<file path="src/rtl/regfile_pkg.sv">
// Shared defaults and helpers for the multi-port register file.
package regfile_pkg;

  localparam int DEFAULT_DATA_W   = 8;
  localparam int DEFAULT_NUM_REGS = 8;
  localparam int DEFAULT_NUM_RD   = 2;

  // Default-shaped view of the packed read-data bus, one element per port.
  typedef logic [DEFAULT_NUM_RD-1:0][DEFAULT_DATA_W-1:0] rd_data_vec_t;

  function automatic logic addr_in_range(input int addr, input int num_regs);
    return (addr >= 0) && (addr < num_regs);
  endfunction

endpackage

</file>
<file path="src/rtl/regfile_scoreboard.sv">
// Per-register pending bits: set by producer issue, cleared by the matching write.
// Exposes the post-update vector so readers see this cycle's set/clear.
module regfile_scoreboard #(
  parameter  int NUM_REGS = 8,
  localparam int ADDR_W   = $clog2(NUM_REGS)
) (
  input  logic                clk,
  input  logic                reset,
  input  logic                set_en,
  input  logic [ADDR_W-1:0]   set_addr,
  input  logic                clr_en,
  input  logic [ADDR_W-1:0]   clr_addr,
  output logic [NUM_REGS-1:0] pending_next
);

  logic [NUM_REGS-1:0] pending;

  // Set is applied after clear so a same-cycle reissue keeps the bit high.
  always_comb begin
    pending_next = pending;
    if (clr_en) begin
      pending_next[clr_addr] = 1'b0;
    end
    if (set_en) begin
      pending_next[set_addr] = 1'b1;
    end
    pending_next[0] = 1'b0;
  end

  always_ff @(posedge clk) begin
    if (reset) begin
      pending <= '0;
    end else begin
      pending <= pending_next;
    end
  end

endmodule

</file>
<file path="src/rtl/regfile_mp.sv">
// Multi-read-port register file with hardwired-zero r0 and a pending-bit scoreboard.
// Define REGFILE_BYPASS_EN for write-first forwarding; default is read-first.
module regfile_mp
  import regfile_pkg::*;
#(
  parameter  int DATA_W   = DEFAULT_DATA_W,
  parameter  int NUM_REGS = DEFAULT_NUM_REGS,
  parameter  int NUM_RD   = DEFAULT_NUM_RD,
  localparam int ADDR_W   = $clog2(NUM_REGS)
) (
  input  logic                     clk,
  input  logic                     reset,
  input  logic [NUM_RD-1:0]        rd_en,
  input  logic [NUM_RD*ADDR_W-1:0] rd_addr,
  output logic [NUM_RD*DATA_W-1:0] rd_data,
  output logic [NUM_RD-1:0]        rd_busy,
  input  logic                     wr_en,
  input  logic [ADDR_W-1:0]        wr_addr,
  input  logic [DATA_W-1:0]        wr_data,
  input  logic                     sb_set,
  input  logic [ADDR_W-1:0]        sb_addr
);

  // Out-of-range addresses alias to r0, which has no storage.
  function automatic logic [ADDR_W-1:0] map_addr(input logic [ADDR_W-1:0] a);
    return addr_in_range(int'(a), NUM_REGS) ? a : '0;
  endfunction

  logic [DATA_W-1:0]               regs [1:NUM_REGS-1];
  logic [ADDR_W-1:0]               wr_idx;
  logic [ADDR_W-1:0]               sb_idx;
  logic                            wr_hit;
  logic                            sb_hit;
  logic [NUM_REGS-1:0]             pending_next;
  logic [NUM_RD-1:0][ADDR_W-1:0]   rd_idx;
  logic [NUM_RD-1:0][DATA_W-1:0]   rd_data_next;
  logic [NUM_RD-1:0]               rd_busy_next;

  assign wr_idx = map_addr(wr_addr);
  assign sb_idx = map_addr(sb_addr);
  assign wr_hit = wr_en && (wr_idx != '0);
  assign sb_hit = sb_set && (sb_idx != '0);

  regfile_scoreboard #(
    .NUM_REGS (NUM_REGS)
  ) u_scoreboard (
    .clk          (clk),
    .reset        (reset),
    .set_en       (sb_hit),
    .set_addr     (sb_idx),
    .clr_en       (wr_hit),
    .clr_addr     (wr_idx),
    .pending_next (pending_next)
  );

  always_ff @(posedge clk) begin
    for (int i = 1; i < NUM_REGS; i++) begin
      if (reset) begin
        regs[i] <= '0;
      end else if (wr_hit && (wr_idx == ADDR_W'(i))) begin
        regs[i] <= wr_data;
      end
    end
  end

  always_comb begin
    rd_idx       = '0;
    rd_data_next = '0;
    rd_busy_next = '0;
    for (int p = 0; p < NUM_RD; p++) begin
      rd_idx[p] = map_addr(rd_addr[p*ADDR_W +: ADDR_W]);
      for (int i = 1; i < NUM_REGS; i++) begin
        if (rd_idx[p] == ADDR_W'(i)) begin
          rd_data_next[p] = regs[i];
        end
      end
`ifdef REGFILE_BYPASS_EN
      if (wr_hit && (rd_idx[p] == wr_idx)) begin
        rd_data_next[p] = wr_data;
      end
`endif
      rd_busy_next[p] = pending_next[rd_idx[p]];
    end
  end

  always_ff @(posedge clk) begin
    if (reset) begin
      rd_data <= '0;
      rd_busy <= '0;
    end else begin
      for (int p = 0; p < NUM_RD; p++) begin
        if (rd_en[p]) begin
          rd_data[p*DATA_W +: DATA_W] <= rd_data_next[p];
          rd_busy[p]                  <= rd_busy_next[p];
        end
      end
    end
  end

endmodule

</file>
<file path="config.mk">
export PLATFORM = sky130hd
export DESIGN_NAME = regfile_mp
export DESIGN_NICKNAME = d
export VERILOG_FILES = /design/src/rtl/regfile_pkg.sv /design/src/rtl/regfile_scoreboard.sv /design/src/rtl/regfile_mp.sv
export SDC_FILE = /design/constraint.sdc
export NUM_CORES = 1
export LEC_CHECK = 0
export CAP_MARGIN = 40
export CELL_PAD_IN_SITES_DETAIL_PLACEMENT = 1
export CELL_PAD_IN_SITES_GLOBAL_PLACEMENT = 2
export CORE_AREA = 2 2 106 108
export CTS_BUF_LIST = sky130_fd_sc_hd__clkbuf_2
export DETAILED_ROUTE_END_ITERATION = 10
export DIE_AREA = 0 0 108 110
export DONT_BUFFER_PORTS = 1
export PLACE_DENSITY = 0.86
export SYNTH_ARGS = -nofsm -noshare
export SYNTH_HDL_FRONTEND = slang
export SYNTH_SLANG_ARGS = --single-unit
</file>
<file path="constraint.sdc">
create_clock -name clk -period 1.7 [get_ports clk]
set_clock_uncertainty 0.05 [all_clocks]
set_input_delay 0.34 -clock clk [delete_from_list [all_inputs] [get_ports clk]]
set_output_delay 0.34 -clock clk [all_outputs]
set_load 0.03 [all_outputs]
</file>
; Word level (Yosys, flattened, before mapping)
; Memories as Yosys holds them, arrays and structs flattened.
; Index checks and enable logic that the tools add are counted.
[totals]
register_bits = 26
mem_bits_rw = 56
input_bits = 26
output_inout_bits = 18
wordCells = 111
mem_count = 1
[memory_table]
columns = memory, words, width, read_ports, rd_ports_with_merged_regs, write_ports, line
row1 = regs, 7, 8, 7, 0, 7, regfile_mp.sv:29  ; logic [DATA_W-1:0] regs [1:NUM_REGS-1];
[op_classes]
order_cmp = 6
eq_ne = 21
mux = 54
bitwise = 10
reduce_logical = 13
[op_table]
columns = operator, count
row1 = 8-bit 2-to-1 mux, 23
row2 = 3-bit == test (second input constant), 12
row3 = 1-bit 2-to-1 mux, 27
row4 = 3-bit by 2-bit == test with 1-bit output (second input constant), 6
row5 = 3-bit by 4-bit less-than comparator with 1-bit output (second input constant), 4
row6 = 1-bit logical AND, 11
row7 = 3-bit by 1-bit == test with 1-bit output (second input constant), 3
row8 = 8-bit bitwise AND, 1
row9 = 8-bit NOT, 1
row10 = 8-bit OR, 1
row11 = 1-bit OR, 7
row12 = 1-bit binary-select mux with 3-bit select, 2
row13 = 1-bit demux with 3-bit select, 2
row14 = 3-bit by 1-bit >= comparator with 1-bit output (second input constant), 2
row15 = 3-bit nonzero test, 2

; Depth between registers and ports, before layout
[logic_depth]
word_depth = 11
depth_mapped = 7
depth_no_buf = 5

; Cells and area by module
; Synthesis repeated with hierarchy kept, for this count alone.
[unflattened]
cells_unflattened = 457
area_unflattened_um2 = 4571.9
[modules_own_cells]
columns = mod, instances, cells_per_inst, area_per_inst_um2, seq_area_each_um2
row1 = regfile_mp, 1, 405, 4105.2, 2042.0
row2 = regfile_scoreboard, 1, 52, 466.7, 140.1

; Worst setup path after synthesis
; No wires, ideal clock.
[synth_path]
kind = in2reg
start = in reset
end = reg regs[0][40] (netlist name)
setup_ns = 0.375
t_arrival_ns = 1.164
required_time_ns = 1.275
setup_slack_ns = 0.111
stages = 3
n_path_buf = 2
path_cell_list = clkbuf_1 > clkbuf_1 > o21bai_1
[synth_lines]
columns = element, line
row1 = start: declaration, regfile_mp.sv:12  ; input logic reset,

==> summary.md <==
| Metric | Value |
|---|---|
| Max Freq | 635.4 MHz |
| Hold WC Path Type | input port to register |
| WHS | 46.81 ps |
| Row count | 38 |
| Setup CP Type | register to register |
| Critical Path RT | 2080 ps |
| Status | finished, final reports clean |
| Max-slew violation count | 0 |
| Synth top area share | 39.83% |
| Final worst path period share | 92.58% |
| Post-synthesis simple-gate area fraction | 21.90% |
| Fraction of layout cells with a size suffix above 1 | 12.35% |
| CP Max Fanout | 3 |
| Netlist cell types | 49 |
| First-pass GRT wire length | 19.76 mm |
| CTS clk-pin slew, worst paths | 250 ps |
| Mapped Area | 4222 um^2 |
| Crit end category | register |
| CTS tree | yes |
| Num CTS Buffers | 9 |
| Final #Nets | 435 |
| Ys flop type | edfxtp_1 |
| RSZ-0062 raised after global routing | false |
| DRC viols | 0 |
| Post-Syn Area per Cell | 11.02 um^2 |
| Commonest cells post-synth | and2_1 (56), edfxtp_1 (56), nor2_1 (42), dfxtp_1 (25), nand2b_1 (19) |
| Relative slew margins | 58.59% |
| H-tree Lvls | 3 |
| Worst-Margin Slew | 619.9 ps |
| Synth area leaders | edfxtp_1 (40%), dfxtp_1 (12%), and2_1 (8.3%), mux4_2 (4.3%), nor2_1 (3.7%) |
| Largest family of logic cells by synthesized area | simple AND/OR/NAND/NOR gates |
| Dpl hpwl | 8.735 mm |
| Antenna violations before repair | 1 |
| FF+latch count, synth | 81 |
| VDD IR-drop max | 0.3307 mV |
| Avg Vias per Cell | 5.827 |
| Post-synth ARST share | 0% |
| Via count of the first global-routing pass | 3430 |
| Post-Synth XOR/XNOR Area | 0.4149% |
| Io pins | 44 |
| Startpoint types | register |
| Port bufs | 0 |
| Die area | 11880 um^2 |
| Post-synthesis compound-gate area fraction | 12.74% |
| Chip Height | 110 um |
| Final TNS setup | 0 ps |
| Core Footprint | 10700 um^2 |
| Clock sinks | 81 |
| Drt initial violations | 265 |
| Final wirelength | 12.54 mm |
| Pleak | 1.688 nW |
| Adder-cell area share of the yosys netlist | 0% |
| CP arrival | 1950 ps |
| Largest net degree at the start of global routing | 33 |
| Die width | 108 um |
| Starting Density | 39.46% |
| Pwr Density | 863.4 nW/um^2 |
| ANT nets after route | 0 |
| Sequential fraction of the synthesis area | 51.69% |
| Endpoints failing setup | 0 |
| Area added between synthesis and finish | 13.04% |
| Multiplexer share of the synthesized area | 10.40% |
| Post-DR wirelength/cell | 22.63 um |
| Cells after Synth | 383 |
| CTS root buf | clkbuf_2 |
| Synth warnings | 0 |
| Fin crit period | 1574 ps |
| EDFF count, synth | 56 |
| GRT Resource Usage Total | 22.55% |
| Later-pin clock latency in the skew report | 560 ps |
| Drt first pass iters | 5 |
| Final Wtd Congestion | 0.8920 |
| Area leader, netlist | edfxtp_1 |
| DR vias | 3228 |
| Gr ovfl total | 0 |
| Final Hold Vio Count | 0 |
| Number of max-cap violations | 0 |
| Clock buffer depth | 2 |
| Syn nets | 409 |
[critical path, stage by stage, from the launching register on]
cell      delay (ps)
edfxtp_1         460
mux2_2           290
a221oi_1         300
a211oi_1         110
mux2i_1          180
nor2_1            70
[final timing paths]
path	startpoint	endpoint	slack (ps)	depth (start not counted)
worst max-delay path	regs[0][53]$_SDFFCE_PN0P_	rd_data[13]$_SDFFE_PP0P_	130	5
worst min-delay path	rd_addr[3]	rd_data[11]$_SDFFE_PP0P_	50	2
worst max register to register	regs[0][53]$_SDFFCE_PN0P_	rd_data[13]$_SDFFE_PP0P_	130	5
worst min register to register	u_scoreboard.pending[1]$_SDFF_PP0_	u_scoreboard.pending[1]$_SDFF_PP0_	560	2
[cell families (layout without fill, tap and decap cells)]
kind of cell / Yosys count / count (layout)
xor gates and xnor gates: 2 / 2
other: 0 / 1
DFF: 81 / 81
muxes: 32 / 32
and+or+nand+nor: 166 / 166
buffers and inverters: 27 / 57
AOI/OAI and AO/OA: 75 / 75
[state kept, by name (all words and copies together), names as in the netlist]
signal                flops
rd_busy                   2
u_scoreboard.pending      7
regs                     56
rd_data                  16
[cells in the final DEF, fill, tap and decap left out, drive strengths merged, types with 2 or more instances in the layout]
| master | n |
|---|---|
| o22ai | 11 |
| nor2b | 8 |
| nand2 | 16 |
| edfxtp | 56 |
| xnor2 | 2 |
| o221ai | 4 |
| and2 | 56 |
| buf | 14 |
| nand4b | 2 |
| a221oi | 5 |
| o41ai | 2 |
| o21ai | 13 |
| and4 | 2 |
| a211oi | 7 |
| clkbuf | 9 |
| mux2 | 15 |
| dlygate4sd3 | 21 |
| nor2 | 42 |
| nor3 | 4 |
| o32ai | 2 |
| nand2b | 19 |
| mux2i | 9 |
| mux4 | 8 |
| nor4 | 5 |
| a21oi | 11 |
| dfxtp | 25 |
| a22oi | 2 |
| bufinv | 2 |
| a221o | 6 |
| nand4 | 3 |
| inv | 8 |
| nand3 | 2 |
| a32oi | 3 |
| o21bai | 2 |
| nand4bb | 3 |
[power breakdown]
group	switching (mW)	total, mW	internal [mW]
Combinational	0.256	0.494	0.238
Sequential	0.158	2.40	2.24
Clock	0.740	1.23	0.487
Total	1.15	4.12	2.97
[timing repair]
item                                   4_1_cts  5_1_grt
buffers inserted                             0        0
gates resized for setup                      0        1
endpoints found under the hold margin       81        1
hold buffers                                21        1
setup endpoints to repair                    0        1
[cell type report]
cell class,instances,area (um^2)
multi-input cells,275,1919
well taps,140,175.2
flip-flops and latches,81,2182
diodes,1,2.502
fillers,1184,5926
inverters,6,22.52
clock buffers,9,45.04
repair buffers,36,335.3
clock inverters,6,90.09
[routing by layer]
metal / up-vias / wire length (um) / global-route usage, %
met5: - / 0 / 0
met4: 0 / 319 / 9.982
met3: 17 / 756 / 5.115
met2: 112 / 6027 / 36.88
met1: 1619 / 5434 / 28.78
li1: 1480 / - / -
[metrics by stage]
stage	instance area, um^2	setup slack (ps)	util [%]	cells	total power, mW
2_1_floorplan	4222	111.1	-	383	2.753
6_report	4772	126.2	44.61	554	4.120
3_3_place_gp	4397	159.9	41.10	515	2.817
3_5_place_dp	4397	52.25	41.10	515	2.839
4_1_cts	4742	1.923	44.33	551	4.126
5_1_grt	4772	16.86	44.61	554	4.289
Power figures use the tool's default switching activity.
